[config.mk]
export PLATFORM = sky130hd
export DESIGN_NAME = fetch_stage
export DESIGN_NICKNAME = d
export VERILOG_FILES = /design/src/rtl/fetch_stage.sv
export SDC_FILE = /design/constraint.sdc
export NUM_CORES = 1
export LEC_CHECK = 0
export BUFFER_PORTS_ARGS = -buffer_cell sky130_fd_sc_hd__buf_2
export CAP_MARGIN = 10
export CORE_MARGIN = 10
export CORE_UTILIZATION = 50
export CTS_BUF_LIST = sky130_fd_sc_hd__clkbuf_4
export DETAILED_ROUTE_END_ITERATION = 8
export PLACE_DENSITY = 0.82
export SYNTH_ARGS = -nofsm -noshare
export SYNTH_HDL_FRONTEND = slang
export SYNTH_SLANG_ARGS = --single-unit
[constraint.sdc]
create_clock -name clk -period 2.77 [get_ports clk]
set_clock_uncertainty 0.15 [all_clocks]
set_input_delay 0.277 -clock clk [delete_from_list [all_inputs] [get_ports clk]]
set_output_delay 0.277 -clock clk [all_outputs]
set_load 0.05 [all_outputs]
[src/rtl/fetch_stage.sv]
// IF stage plus IF/ID pipeline register for the 5-stage RV32I pipeline.
// Chooses the next PC from the EX-stage redirect select and fetches from a
// combinational instruction memory. A taken redirect squashes the wrong-path
// instruction in IF/ID and is exported so the hazard unit can flush ID/EX.
module fetch_stage #(
   parameter int              XLEN      = 32,
   parameter logic [XLEN-1:0] RESET_PC  = '0,
   parameter logic [31:0]     NOP_INSTR = 32'h0000_0013
) (
   input  logic            clk,
   input  logic            rst,
   input  logic            stallF,
   input  logic            stallD,
   input  logic            flushD,
   input  logic [1:0]      PCSrcE,
   input  logic [XLEN-1:0] PCTargetE,
   input  logic [XLEN-1:0] ALUResultE,
   input  logic [31:0]     instrF,
   output logic [XLEN-1:0] PCF,
   output logic [31:0]     instrD,
   output logic [XLEN-1:0] PCD,
   output logic [XLEN-1:0] PCPlus4D,
   output logic            validD,
   output logic            redirectE,
   output logic            misalignE
);

   // Encoding of the EX-stage next-PC select.
   typedef enum logic [1:0] {
      PC_SEQ  = 2'b00,
      PC_REL  = 2'b01,
      PC_JALR = 2'b10,
      PC_RSVD = 2'b11
   } pcsrc_e;

   pcsrc_e          pcsrc;
   logic [XLEN-1:0] pcplus4f;
   logic [XLEN-1:0] nextpc;
   logic            squashd;

   assign pcsrc    = pcsrc_e'(PCSrcE);
   // Wraps modulo 2^XLEN, so the top word of the address space rolls to 0.
   assign pcplus4f = PCF + XLEN'(4);

   // Next-PC select; only the two real redirect encodings flag a redirect.
   always_comb begin
      // NOTE: defaults are assigned first so every path drives every output and no latch is inferred.
      nextpc    = pcplus4f;
      redirectE = 1'b0;
      case (pcsrc)
         PC_REL: begin
            nextpc    = PCTargetE;
            redirectE = 1'b1;
         end
         PC_JALR: begin
            // JALR target has bit 0 forced to zero before it is used.
            nextpc    = ALUResultE & ~XLEN'(1);
            redirectE = 1'b1;
         end
         default: begin
            // Sequential and reserved both fall through to PC+4 with no redirect.
            nextpc    = pcplus4f;
            redirectE = 1'b0;
         end
      endcase
   end

   // Misalignment is reported only; the target is still taken as-is.
   assign misalignE = redirectE && (nextpc[1:0] != 2'b00);

   // Any squash source overrides an IF/ID stall.
   assign squashd = redirectE | flushD;

   // PC register: reset, then redirect beats stall, then sequential advance.
   always_ff @(posedge clk) begin
      // NOTE: sequential state uses non-blocking assignments so every flop samples pre-edge values.
      if (!rst) begin
         PCF <= RESET_PC;
      end else if (redirectE) begin
         PCF <= nextpc;
      end else if (!stallF) begin
         PCF <= pcplus4f;
      end
   end

   // IF/ID register: reset, then squash to a bubble, then hold on stall, else capture.
   always_ff @(posedge clk) begin
      if (!rst || squashd) begin
         instrD   <= NOP_INSTR;
         PCD      <= '0;
         PCPlus4D <= '0;
         validD   <= 1'b0;
      end else if (!stallD) begin
         instrD   <= instrF;
         PCD      <= PCF;
         PCPlus4D <= pcplus4f;
         validD   <= 1'b1;
      end
   end

endmodule
==> results.txt, run 1 <==
- The run finished with clean final reports.
- The cell area that synthesis handed to floorplanning was 0.005858 sq mm.
- Endpoint class of the critical path: register
- about 230 I/O pins were placed.
- By area the synthesized netlist is led by sky130_fd_sc_hd__dfxtp_1 43%, sky130_fd_sc_hd__mux2i_1 11%, sky130_fd_sc_hd__nor2_1 6.7%.
* EDFF count, synth: 0
- Hold Path Sink: instrD[0]$_SDFFE_PP1N_
- Total global-route track usage: 0.2546
* Synth-to-layout area growth: 40.92%
- Dividing the detail-routed via count by the number of cells gives 5.632.
- The synthesized design contains around 130 register bits.
- The synthesized design spends more area on one cell type than any other, namely sky130_fd_sc_hd__dfxtp_1.
- Prior to clock tree synthesis, the placed netlist has a worst setup slack of about 460 ps.
- A synthesized cell averages 9.012 sq um.
- Overall power consumption after layout is estimated at 0.004004 W.
- Of the cells placed in the final design, the portion with a size suffix greater than 1 is 0.3091.
- The startpoint identified for the worst register-to-register timing path is PCF[8]$_SDFFE_PN0P_.
- Of the synthesized area, sequential elements account for 0.4340.
- The startpoint identified for the worst hold timing path is flushD.
- Dominant cell by count in the synthesized netlist: sky130_fd_sc_hd__dfxtp_1
- Wire length of the first global-routing pass: 33660 microns
* Hold Path Cell Cnt: 4
- Setup Fix Bufs, Post-CTS: 0
- The number of different library cells used by synthesis comes to 62.
* Final count of negative-setup-slack endpoints: 0
* Library cell contributing the largest single delay on the critical path: sky130_fd_sc_hd__dlygate4sd3_1
- Critical path depth in cells: 11
- Half-perimeter wire length after detailed placement: 14580 microns
* Worst-path fanout max: 11
* Post-Route Setup TNS: 0 ps
* Most common flop cell mapped by yosys: sky130_fd_sc_hd__dfxtp_1
- Number of vias after detailed routing: 6251
* Hold slack final: about 24 ps
- For the pin with the worst max-slew slack, the measured transition is 717.8 ps.
* Most used cell, CP: sky130_fd_sc_hd__dlygate4sd3_1
- The share of synthesized area in the top cell type comes to 0.4340.
* Synthesized net count: 756
- Classification of the worst-slack hold path: primary input to register
- TritonCTS built the clock tree.
* Drt total wl: 21700 microns
* Post-route antenna net violation count: 0
- Number of buffers created by CTS: 17
- The number of antenna violations at the first check in global routing is 4.
- The floorplan step set the die width to ~130 microns.
- Net count reported at finish: 1057
* Number of detailed-routing iterations run before antenna repair: 8
* Power density over cell area: 485.0 mW/mm^2
- Effective utilization at floorplan: 0.5109
- Maximum number of buffers from clock root to sink: 2
- The critical path contains buffers and inverters numbering 5 combined.
* Total congestion overflow: 0
- IR analysis of the VDD net gives a maximum drop of 601.0 uV.
- The worst setup path is launched from a primary input.
- DRC: 0
* Max-slew headroom at the worst pin: 0.5215
- The analysis attributes to cell leakage a power of 3.709 nW.
- Critical path start-end classification: primary input to register
* Max Transition Viols Final: 0
* Final GP Congestion: 0.9469
- Entering global routing, the biggest net connects 79 pins.
* Average routed wire per standard cell: about 20 microns
- Gate Count Post-Synth: 650
- On the worst path, the slowest cell contributes a delay of 550 ps.
- Grouping stages by cell kind, the critical path spends the most delay in buffers and inverters.
- Final WS setup: approximately 140 ps
- The endpoint identified for the worst register-to-register timing path is PCF[22]$_SDFFE_PN0P_.
- Number of endpoints with negative hold slack in the final report: 0
* Post-route clock period utilization: 0.9503
- Total number of clock tree sinks: 127
* Die outline area: 0.01645 sq mm
* Deepest level of the CTS H-tree: 4
* Number of filler instances in the final layout: 871
* Core Box Area: 0.01147 sq mm
- Worst path required time: 3120 ps
- Clock-pin slew on the worst setup and hold paths: approximately 110 ps
* Count of input and output buffers: 232
- Number of global-route vias before repair: 6258
* # rows: 39
- Depth of the worst register-to-register path: 6
- Setup slack on the worst reg-to-reg path comes out at 170 ps.
- Derived from the worst setup path, the maximum achievable clock frequency is about 380 MHz.
* Area occupied by registers: around 0.0025 sq mm
* Crit path DAT: 2980 ps
- For this run, the number of Yosys warnings is 0.
- The smallest clock period supported by the final layout is computed as 2632 ps.
- Most frequent cells after synthesis: 127 x sky130_fd_sc_hd__dfxtp_1, 104 x sky130_fd_sc_hd__nor2_1, 65 x sky130_fd_sc_hd__mux2i_1
- Setup repair after global routing left no endpoint under its margin.
- Maximum Capacitance Violations: 0
- CP cell instances: buf_2, inv_1, ha_1, nor2b_2, buf_4, a22o_1, a21oi_1, dlygate4sd3_1, o21ai_0, and2_1, dlygate4sd3_1
- Cell at the root of the clock tree: sky130_fd_sc_hd__clkbuf_4
- Area of the multi-input gates: 0.003010 sq mm
- The later pin in the worst-skew pair is clocked with a latency of 560 ps.
* First DRT Iteration DRCs: 549
- Die Y-Extent: 128.2 microns
- Post-synthesis async set-or-reset flop share: 0
[stage by stage]
step	util	instance area, sq um	cells
floorplan	-	5858	650
global placement	0.6153	7056	985
detailed placement	0.6153	7056	985
CTS	0.7170	8222	1107
global route	0.7199	8255	1110
finish	0.7199	8255	1110
[registers in the layout, indices dropped and copies added (netlist names)]
name and cells:
PCF 32, instrD 32, PCPlus4D 30, validD 1, PCD 32
[power by group]
group          internal, W  leakage [nW]  switching [W]
combinational     0.000324          2.54       0.000489
clock             0.000540         0.144       0.000700
sequential         0.00188          1.03      0.0000727
[repair_timing]
action / in CTS / in global routing
hold buffers: 90 / 0
setup endpoints to repair: 0 / 3
endpoints found under the hold margin: 62 / 0
gates resized for setup: 0 / 6
[cell type report]
cell class,instances,area share
timing repair buffer,339,0.2686
clock buffer,19,0.01728
multi-input combinational,457,0.3647
clock inverter,13,0.01485
sequential,127,0.3080
antenna,3,0.0009094
tap,143,0.02167
inverter,9,0.004092
[metal layers]
metal	up-vias	part of all wire	GRT usage
met5	-	0.00055	0
met3	70	0.094	0.08106
li1	2925	-	-
met1	2914	0.39	0.2997
met2	340	0.48	0.4095
met4	2	0.031	0.1232
[cell families after synthesis]
family | count (synthesis) | share of synthesized area
AOI/OAI and AO/OA | 129 | 0.1435
xor gates and xnor gates | 35 | 0.05233
adders and majority gates | 3 | 0.006408
buffers and inverters | 66 | 0.05745
DFF | 127 | 0.4340
muxes | 67 | 0.1149
and+or+nand+nor | 223 | 0.1914
[cell usage in the layout, fill, tap and decap left out, types with 6 or more instances in the layout]
cell type / synthesis / routed
sky130_fd_sc_hd__inv_1: 7 / 7
sky130_fd_sc_hd__a21oi_1: 31 / 31
sky130_fd_sc_hd__dfxtp_1: 127 / 127
sky130_fd_sc_hd__nor2_1: 104 / 103
sky130_fd_sc_hd__clkinv_1: 1 / 6
sky130_fd_sc_hd__nand2_1: 31 / 30
sky130_fd_sc_hd__nand4_1: 16 / 16
sky130_fd_sc_hd__xnor2_1: 10 / 10
sky130_fd_sc_hd__nand3_1: 18 / 18
sky130_fd_sc_hd__o21ai_0: 32 / 32
sky130_fd_sc_hd__clkbuf_4: 0 / 19
sky130_fd_sc_hd__o22ai_1: 9 / 9
sky130_fd_sc_hd__nor3_1: 12 / 11
sky130_fd_sc_hd__buf_4: 5 / 16
sky130_fd_sc_hd__xor2_1: 25 / 25
sky130_fd_sc_hd__a22oi_1: 19 / 19
sky130_fd_sc_hd__buf_2: 5 / 231
sky130_fd_sc_hd__mux2i_1: 65 / 65
sky130_fd_sc_hd__dlygate4sd3_1: 0 / 90
[worst reg2reg max path: stages, from the launching register on]
cell	delay (ps)
sky130_fd_sc_hd__dfxtp_1	590
sky130_fd_sc_hd__nand4_1	320
sky130_fd_sc_hd__nor3_2	440
sky130_fd_sc_hd__nand4_1	160
sky130_fd_sc_hd__a21o_1	200
sky130_fd_sc_hd__a31oi_1	140
sky130_fd_sc_hd__dlygate4sd3_1	550
[worst max-delay path by stage]
| stage | from | end |
|---|---|---|
| floorplan | PCF[2]$_SDFFE_PN0P_ | PCPlus4D[28]$_SDFFE_PP0N_ |
| global placement | PCF[2]$_SDFFE_PN0P_ | PCPlus4D[28]$_SDFFE_PP0N_ |
| detailed placement | PCF[2]$_SDFFE_PN0P_ | PCPlus4D[28]$_SDFFE_PP0N_ |
| CTS | PCF[2]$_SDFFE_PN0P_ | PCF[8]$_SDFFE_PN0P_ |
| global route | PCF[2]$_SDFFE_PN0P_ | PCF[10]$_SDFFE_PN0P_ |
| finish | PCSrcE[0] | PCF[8]$_SDFFE_PN0P_ |
Power figures use the tool's default switching activity.
==> run 2, diff against run 1 <==
--- a/config.mk
+++ b/config.mk
@@ -13,2 +13,3 @@
 export DETAILED_ROUTE_END_ITERATION = 8
+export HOLD_SLACK_MARGIN = 0.03
 export PLACE_DENSITY = 0.82
--- a/constraint.sdc
+++ b/constraint.sdc
@@ -4,2 +4,2 @@
 set_output_delay 0.277 -clock clk [all_outputs]
-set_load 0.05 [all_outputs]
+set_load 0.01 [all_outputs]
==> run 2 against run 1 <==
Sequential share of layout area is essentially flat. Non-clock buffer count increased by 4. Worst hold slack gained 17 ps. Setup slack better by 8.2 ps. Highest routed layer unchanged. Total power decreased by 5.5%. Die area did not move. Sequential power about the same. Critical path depth fell by 1.
==> results.txt, run 2 (synthesis results as in run 1) <==
- The worst path setup slack after routing was 145.8 ps (was 137.6 ps).
* Most used cell, CP: sky130_fd_sc_hd__dlygate4sd3_1 (unchanged)
* Maximum number of buffers from clock root to sink: 2 (unchanged)
- The final weighted congestion of routability-driven global placement came to 0.9622 (was 0.9469).
- Int Power: 0.002728 W (was 0.002742 W)
- The max-slew violation total from the final report was 0 (unchanged).
- The detail-routed via count per cell was 5.651 (was 5.632).
* Worst-path fanout max: 9 (was 11)
- The clock latency reported for the late side of the worst-skew pair was 560 ps (about the same).
- Critical path start-end classification: primary input to register (unchanged)
* Depth of the worst register-to-register path: 6 (unchanged)
* Shortest period the worst path allows: 2624 ps (was 2632 ps)
- Number of detailed-routing iterations run before antenna repair: 5 (was 8)
- The clock power share came to 0.314 (was 0.310).
* Setup slack of the worst register-to-register path: 180 ps (was 170 ps)
- Post-route antenna net violation count: 0 (unchanged)
- The area of the die came to 0.01645 sq mm (unchanged).
* Sw frac: 0.2792 (was 0.3151)
* Clock-pin slew on the worst setup and hold paths: 110 ps (about the same)
- Clock tree from TritonCTS: yes (unchanged)
- Die Y-Extent: 128.2 microns (unchanged)
- The largest net degree at the start of global routing was 53 (was 79).
- Cell at the root of the clock tree: sky130_fd_sc_hd__clkbuf_4 (unchanged)
- Synth-to-layout area growth: 40.97% (was 40.92%)
* Number of endpoints with negative hold slack in the final report: 0 (unchanged)
- Number of vias after detailed routing: 6278 (was 6251)
- The post-DP HPWL came to 14570 microns (was 14580 microns).
* Start point of the worst hold path: ALUResultE[20] (was flushD)
- Total number of clock tree sinks: 127 (unchanged)
- The commonest non-fill, non-tap cell in the layout is sky130_fd_sc_hd__buf_2 (unchanged).
- CP cell instances: buf_2, inv_1, ha_1, buf_4, and2_2, a22o_1, a21oi_1, dlygate4sd3_1, o221ai_1, dlygate4sd3_1 (was buf_2, inv_1, ha_1, nor2b_2, buf_4, a22o_1, a21oi_1, dlygate4sd3_1, o21ai_0, and2_1, dlygate4sd3_1)
- The launch point of the worst reg-to-reg path was PCF[7]$_SDFFE_PN0P_ (was PCF[8]$_SDFFE_PN0P_).
- The number of antenna violations at the first check in global routing came to 4 (unchanged).
- Floorplan die width: 128.2 microns (unchanged)
- The end of the worst register-to-register path is PCF[11]$_SDFFE_PN0P_ (was PCF[22]$_SDFFE_PN0P_).
- Setup Fix Bufs, Post-CTS: 0 (unchanged)
- The first-iteration detailed-routing DRC count came to 578 (was 549).
* P_leak: 3.712 nW (was 3.709 nW)
* # rows: 39 (unchanged)
- Total congestion overflow: 0 (unchanged)
- Outcome: complete, no violations (unchanged)
- Share of layout cells above drive strength 1: 0.3067 (was 0.3091)
* Count of input and output buffers: 232 (unchanged)
* Top Registers: PCD: 32 flops, PCF: 32 flops, instrD: 32 flops (unchanged)
* Worst path required time: 3070 ps (was 3120 ps)
* Top library cells by usage in the layout, fill and taps aside: 231 x sky130_fd_sc_hd__buf_2, 127 x sky130_fd_sc_hd__dfxtp_1, 102 x sky130_fd_sc_hd__nor2_1, 97 x sky130_fd_sc_hd__dlygate4sd3_1, 65 x sky130_fd_sc_hd__mux2i_1 (was 231 x sky130_fd_sc_hd__buf_2, 127 x sky130_fd_sc_hd__dfxtp_1, 103 x sky130_fd_sc_hd__nor2_1, 90 x sky130_fd_sc_hd__dlygate4sd3_1, 65 x sky130_fd_sc_hd__mux2i_1)
* Wire length of the first global-routing pass: 33660 microns (unchanged)
* Share of total power in sequential cells: 0.518 (was 0.487)
- The final setup violation count was 0 (unchanged).
* Number of global-route vias before repair: 6314 (was 6258)
* Maximum vdd ir drop: 625.4 uV (was 601.0 uV)
- Library cell contributing the largest single delay on the critical path: sky130_fd_sc_hd__dlygate4sd3_1 (unchanged)
- The type of element capturing the critical path was a register (unchanged).
* Worst slack, placed: 463.8 ps (was 463.2 ps)
- Maximum Capacitance Violations: 0 (unchanged)
- The post-route fraction of the period consumed by the critical path came to 0.9474 (was 0.9503).
- Net switching component of the power: 0.001056 W (was 0.001262 W)
- The slew at the pin closest to its max-slew limit was 835.0 ps (was 717.8 ps).
- Total global-route track usage: 0.2548 (was 0.2546)
- The area of the core region came to 0.01147 sq mm (unchanged).
- The type of element launching the critical path was a primary input (unchanged).
- The path class of the lowest-slack min-delay path was primary input to register (unchanged).
- The worst slew slack as a fraction of its limit came to 0.4434 (was 0.5215).
- Crit path DAT: 2920 ps (was 2980 ps)
* Number of buffers created by CTS: 17 (unchanged)
- Average routed wire per standard cell: 19.73 microns (was 19.55 microns)
- The areal power density over the cells is 458.2 mW/mm^2 (was 485.0 mW/mm^2).
- The detailed-route wire length is 21920 microns (was 21700 microns).
- The overall power of the completed layout is 0.003784 W (was 0.004004 W).
- The total DRC errors in the routed layout came to 0 (unchanged).
* Critical Path End: PCF[31]$_SDFFE_PN0P_ (was PCF[8]$_SDFFE_PN0P_)
- The number of top-level design ports was 234 (unchanged).
* Proportion of power drawn by combinational gates: 0.168 (was 0.203)
- Stage delay of the slowest cell on the critical path: 600 ps (was 550 ps)
- Fmax achieved: 381.1 MHz (was 379.9 MHz)
- Crit. Startpoint: PCSrcE[0] (unchanged)
* Deepest level of the CTS H-tree: 4 (unchanged)
* Effective utilization at floorplan: 0.5109 (unchanged)
* Net count reported at finish: 1061 (was 1057)
==> run 2: cell count changes in the layout (fill, tap and decap cells not counted), sizes merged <==
cell / before / now
clkinv: 11 / 9
clkinvlp: 1 / 0
buf: 249 / 246
dlygate4sd3: 90 / 97
==> run 2: how the worst min path moves through the flow <==
stage                                   endpoint  depth (start not counted)
after detailed placement     validD$_SDFFE_PP0N_                          1
final                       PCF[20]$_SDFFE_PN0P_                          3
after floorplan           instrD[0]$_SDFFE_PP1N_                          2
after global routing        PCF[20]$_SDFFE_PN0P_                          3
after CTS                   PCF[20]$_SDFFE_PN0P_                          3
after global placement       validD$_SDFFE_PP0N_                          1
==> run 2: power by group through the flow <==
| stage | registers (W) | logic, W | clock network [W] |
|---|---|---|---|
| CTS | 0.00195 | 0.000620 | 0.00120 |
| finish | 0.00196 | 0.000636 | 0.00119 |
| detailed placement | 0.00200 | 0.000499 | 0 |
| global placement | 0.00199 | 0.000493 | 0 |
| floorplan | 0.00199 | 0.000291 | 0 |
| global route | 0.00197 | 0.000686 | 0.00127 |
==> run 2: stage by stage <==
| stage | area (sq um) | util | hold slack, ps | cells | setup TNS, ps |
|---|---|---|---|---|---|
| 5_1_grt | 8258 | 0.7201 | 84.49 | 1111 | -0.8411 |
| 4_1_cts | 8233 | 0.7179 | 32.39 | 1108 | 0 |
| 2_1_floorplan | 5858 | - | 252.1 | 650 | 0 |
| 3_5_place_dp | 7020 | 0.6122 | 290.6 | 982 | 0 |
| 6_report | 8258 | 0.7201 | 41.79 | 1111 | 0 |
| 3_3_place_gp | 7020 | 0.6122 | 280.9 | 982 | 0 |
==> run 2: layer usage <==
metal | vias up | global-route usage | routed length, microns
li1 | 2940 | - | -
met1 | 2933 | 0.2948 | 8429
met2 | 346 | 0.4215 | 10860
met3 | 57 | 0.08809 | 2086
met4 | 2 | 0.1007 | 527
met5 | - | 0 | 13
==> run 2: final cells by class <==
class	count	area, sq um
Fill cell	868	3209
Multi-Input combinational cell	457	3002
Sequential cell	127	2542
Timing Repair Buffer	343	2252
Tap cell	143	178.9
Clock buffer	19	142.6
Clock inverter	10	98.84
Inverter	9	33.78
Antenna cell	3	7.507
==> run 2: repair_timing <==
item                                   in CTS  in global routing
gates resized for setup                     0                  5
setup endpoints to repair                   0                  4
hold buffers                               97                  0
endpoints found under the hold margin      63                  0
==> run 2: critical path: cells and delay by family <==
family                   cells  cell delay, ps
buffers and inverters        5            1530
AO/OA/AOI/OAI                3             440
adder cells (fa/ha/maj)      1             410
AND/OR/NAND/NOR              1             260
==> run 3, diff against run 2 <==
==> constraint.sdc (replaced) <==
create_clock -name clk -period 2.77 [get_ports clk]
set_clock_uncertainty 0.15 [all_clocks]
set_input_delay 0.4155 -clock clk [delete_from_list [all_inputs] [get_ports clk]]
set_output_delay 0.4155 -clock clk [all_outputs]
set_load 0.01 [all_outputs]
==> run 3 against run 2 <==
Global-route usage up 0.21 points. Clock-buffer cell count down 1. Design area down 2.0%. Sequential share of layout area up 0.61 points. First-iteration DRC count down 12%. Die area unchanged. Wire length down 1.1%. Register-to-register slack better by 90 ps.
==> results.txt, run 3 (synthesis results as in run 1) <==
- Crit start category: register (was primary input)
- The routed length on met3 was 1808 microns (was 2086 microns).
* Depth of the worst register-to-register path: 6 (unchanged)
- Wire length of the first global-routing pass: 33670 microns (was 33660 microns)
- # rows: 39 (unchanged)
- Power density over cell area: 489.2 mW/mm^2 (was 458.2 mW/mm^2)
* Count of input and output buffers: 232 (unchanged)
* Worst-path fanout max: 14 (was 9)
* Deepest level of the CTS H-tree: 4 (unchanged)
* Cell at the root of the clock tree: sky130_fd_sc_hd__clkbuf_4 (unchanged)
- The slew at the pin closest to its max-slew limit is 711.8 ps (was 835.0 ps).
* Maximum number of buffers from clock root to sink: 2 (unchanged)
- Part of the total power dissipated in the clock network: 0.352 (was 0.314)
- The detail-routed via count per cell is 5.643 (was 5.651).
* Crit path DAT: 2810 ps (was 2920 ps)
- Setup repair after global routing left no endpoint under its margin.
- P_leak: 3.665 nW (was 3.712 nW)
- Final count of negative-setup-slack endpoints: 0 (unchanged)
* Total global-route track usage: 0.2569 (was 0.2548)
* Hold Path Cell Cnt: 3 (unchanged)
- The relative contribution of sequential cells to total power was 0.493 (was 0.518).
- The number of nets at the end of the flow is 1041 (was 1061).
* Routed wire length on met2: 10890 microns (was 10860 microns)
- The detail-routed net length per standard cell is 19.86 microns (was 19.73 microns).
- The number of buffers created by CTS is 17 (unchanged).
* Int Power: 0.002888 W (was 0.002728 W)
* Share of layout cells above drive strength 1: 0.3157 (was 0.3067)
* Setup slack of the worst register-to-register path: 270 ps (was 180 ps)
- The count of final hold-check violations is 0 (unchanged).
* Drt total wl: 21690 microns (was 21920 microns)
* First DRT Iteration DRCs: 507 (was 578)
* Clock-pin slew on the worst setup and hold paths: 110 ps (about the same)
- Core Box Area: 0.01147 sq mm (unchanged)
- The launch point of the worst reg-to-reg path is PCF[7]$_SDFFE_PN0P_ (unchanged).
- The fraction of power consumed by combinational cells came to 0.155 (was 0.168).
- The post-route fraction of the period consumed by the critical path came to 0.9032 (was 0.9474).
- Final core utilization: 0.7061 (was 0.7201)
- Top Registers: PCD: 32 flops, PCF: 32 flops, instrD: 32 flops (unchanged).
- The switching power share of the total is 0.2710 (was 0.2792).
- The area added between synthesis and finish was 38.21% (was 40.97%).
- Classification of the worst-slack hold path: primary input to register (unchanged)
- The TritonCTS clock tree is yes (unchanged).
- The clock latency reported for the late side of the worst-skew pair came to 560 ps (about the same).
- The final global-route overflow total is 0 (unchanged).
- The commonest non-fill, non-tap cell in the layout was sky130_fd_sc_hd__buf_2 (unchanged).
* Uppermost layer routed: met5 (unchanged)
- Critical Path End: PCF[11]$_SDFFE_PN0P_ (was PCF[31]$_SDFFE_PN0P_)
- The die outline height is 128.2 microns (unchanged).
- The end of the worst register-to-register path was PCF[11]$_SDFFE_PN0P_ (unchanged).
- The via count was 6162 (was 6278).
* Area of the multi-input gates: 0.002990 sq mm (was 0.003002 sq mm)
- Half-perimeter wire length after detailed placement: 14840 microns (was 14570 microns)
* Die outline area: 0.01645 sq mm (unchanged)
- Top library cells by usage in the layout, fill and taps aside: 231 x sky130_fd_sc_hd__buf_2, 127 x sky130_fd_sc_hd__dfxtp_1, 104 x sky130_fd_sc_hd__nor2_1, 72 x sky130_fd_sc_hd__dlygate4sd3_1, 65 x sky130_fd_sc_hd__mux2i_1 (was 231 x sky130_fd_sc_hd__buf_2, 127 x sky130_fd_sc_hd__dfxtp_1, 102 x sky130_fd_sc_hd__nor2_1, 97 x sky130_fd_sc_hd__dlygate4sd3_1, 65 x sky130_fd_sc_hd__mux2i_1)
- Met1 Wirelength: 8332 microns (was 8429 microns)
* Top-Level Pins: 234 (unchanged)
- Antenna violations before repair: 3 (was 4)
- Largest net degree at the start of global routing: 79 (was 53)
- Maximum vdd ir drop: 375.4 uV (was 625.4 uV)
* Number of global-route vias before repair: 6362 (was 6314)
- The final worst hold slack was 61.77 ps (was 41.79 ps).
- The maximum clock rate came to 399.7 MHz (was 381.1 MHz).
* Endpoint class of the critical path: register (unchanged)
* Final GP Congestion: 0.9623 (was 0.9622)
* DRC: 0 (unchanged)
- Total number of clock tree sinks: 127 (unchanged)
* Outcome: complete, no violations (unchanged)
* Net switching component of the power: 0.001073 W (was 0.001056 W)
- The max-slew violation total from the final report came to 0 (unchanged).
- Maximum Capacitance Violations: 0 (unchanged)
* Crit. Startpoint: PCF[7]$_SDFFE_PN0P_ (was PCSrcE[0])
- Shortest period the worst path allows: 2502 ps (was 2624 ps)
- Worst path required time: 3070 ps (about the same)
- The width of the die was 128.2 microns (unchanged).
- Effective utilization at floorplan: 0.5109 (unchanged)
* Area occupied by registers: 0.002542 sq mm (unchanged)
- The path type of the worst setup path is register to register (was primary input to register).
- Number of detailed-routing iterations run before antenna repair: 5 (unchanged)
- Max-slew headroom at the worst pin: 0.5248 (was 0.4434)
- The summed negative setup slack over all endpoints came to 0 ps (unchanged).
- Number of filler instances in the final layout: 886 (was 868)
- The remaining antenna violation count after routing was 0 (unchanged).
run 3: changes by cell type in the layout (fill, tap and decap cells not counted), sizes merged:
cell / change
dlygate4sd3: -25
buf: +5
bufinv: +2
clkinvlp: +2
clkbuf: -1
clkinv: -1
diode: -1
run 3: repair_timing:
| item | in CTS | in global routing |
|---|---|---|
| buffers inserted | 0 | 0 |
| gates resized for setup | 0 | 1 |
| endpoints found under the setup margin | 0 | 1 |
| hold buffers | 72 | 0 |
| hold endpoints to repair | 55 | 0 |
run 3: how the worst min path moves through the flow:
| stage | start | endpoint | slack, ps |
|---|---|---|---|
| floorplan | PCF[1]$_SDFFE_PN0P_ | PCD[1]$_SDFFE_PP0N_ | 330 |
| global placement | validD$_SDFFE_PP0N_ | validD$_SDFFE_PP0N_ | 280 |
| detailed placement | validD$_SDFFE_PP0N_ | validD$_SDFFE_PP0N_ | 290 |
| CTS | ALUResultE[19] | PCF[19]$_SDFFE_PN0P_ | 30 |
| global route | PCTargetE[12] | PCF[12]$_SDFFE_PN0P_ | 60 |
| finish | ALUResultE[28] | PCF[28]$_SDFFE_PN0P_ | 60 |
run 3: worst max-delay path, cell delays in order, from the launching register on:
cell and delay (ps):
sky130_fd_sc_hd__dfxtp_1 450, sky130_fd_sc_hd__nand2_1 400, sky130_fd_sc_hd__nor4_2 440, sky130_fd_sc_hd__xor2_1 110
sky130_fd_sc_hd__a222oi_1 210, sky130_fd_sc_hd__dlygate4sd3_1 590, sky130_fd_sc_hd__nor2_1 40
run 3: per-stage QoR:
step,std cells,worst slack (ps),total power [W],area [sq um]
detailed placement,987,445.5,0.002502,7058
floorplan,650,451.0,0.002280,5858
finish,1092,268.0,0.003961,8097
global route,1092,23.15,0.004118,8097
CTS,1090,140.7,0.003972,8085
global placement,987,464.4,0.002492,7058
run 3: metal layers:
metal	GRT usage	vias to the layer above
met4	0.1212	2
li1	-	2901
met3	0.08602	56
met2	0.4340	326
met5	0	-
met1	0.2839	2877
run 3: layout make-up:
cell class	instances	area share
clock buffers	18	0.01669
flip-flops and latches	127	0.3140
well taps	143	0.02210
diodes	2	0.0006181
clock inverters	13	0.02117
inverters	9	0.004172
multi-input cells	457	0.3693
repair buffers	323	0.2519
run 3: power groups by stage:
stage               combinational [W]  sequential (W)  clock [W]
finish                       0.000614         0.00195    0.00139
global placement             0.000502         0.00199          0
detailed placement           0.000509         0.00199          0
global route                 0.000664         0.00196    0.00149
CTS                          0.000600         0.00195    0.00142
floorplan                    0.000291         0.00199          0
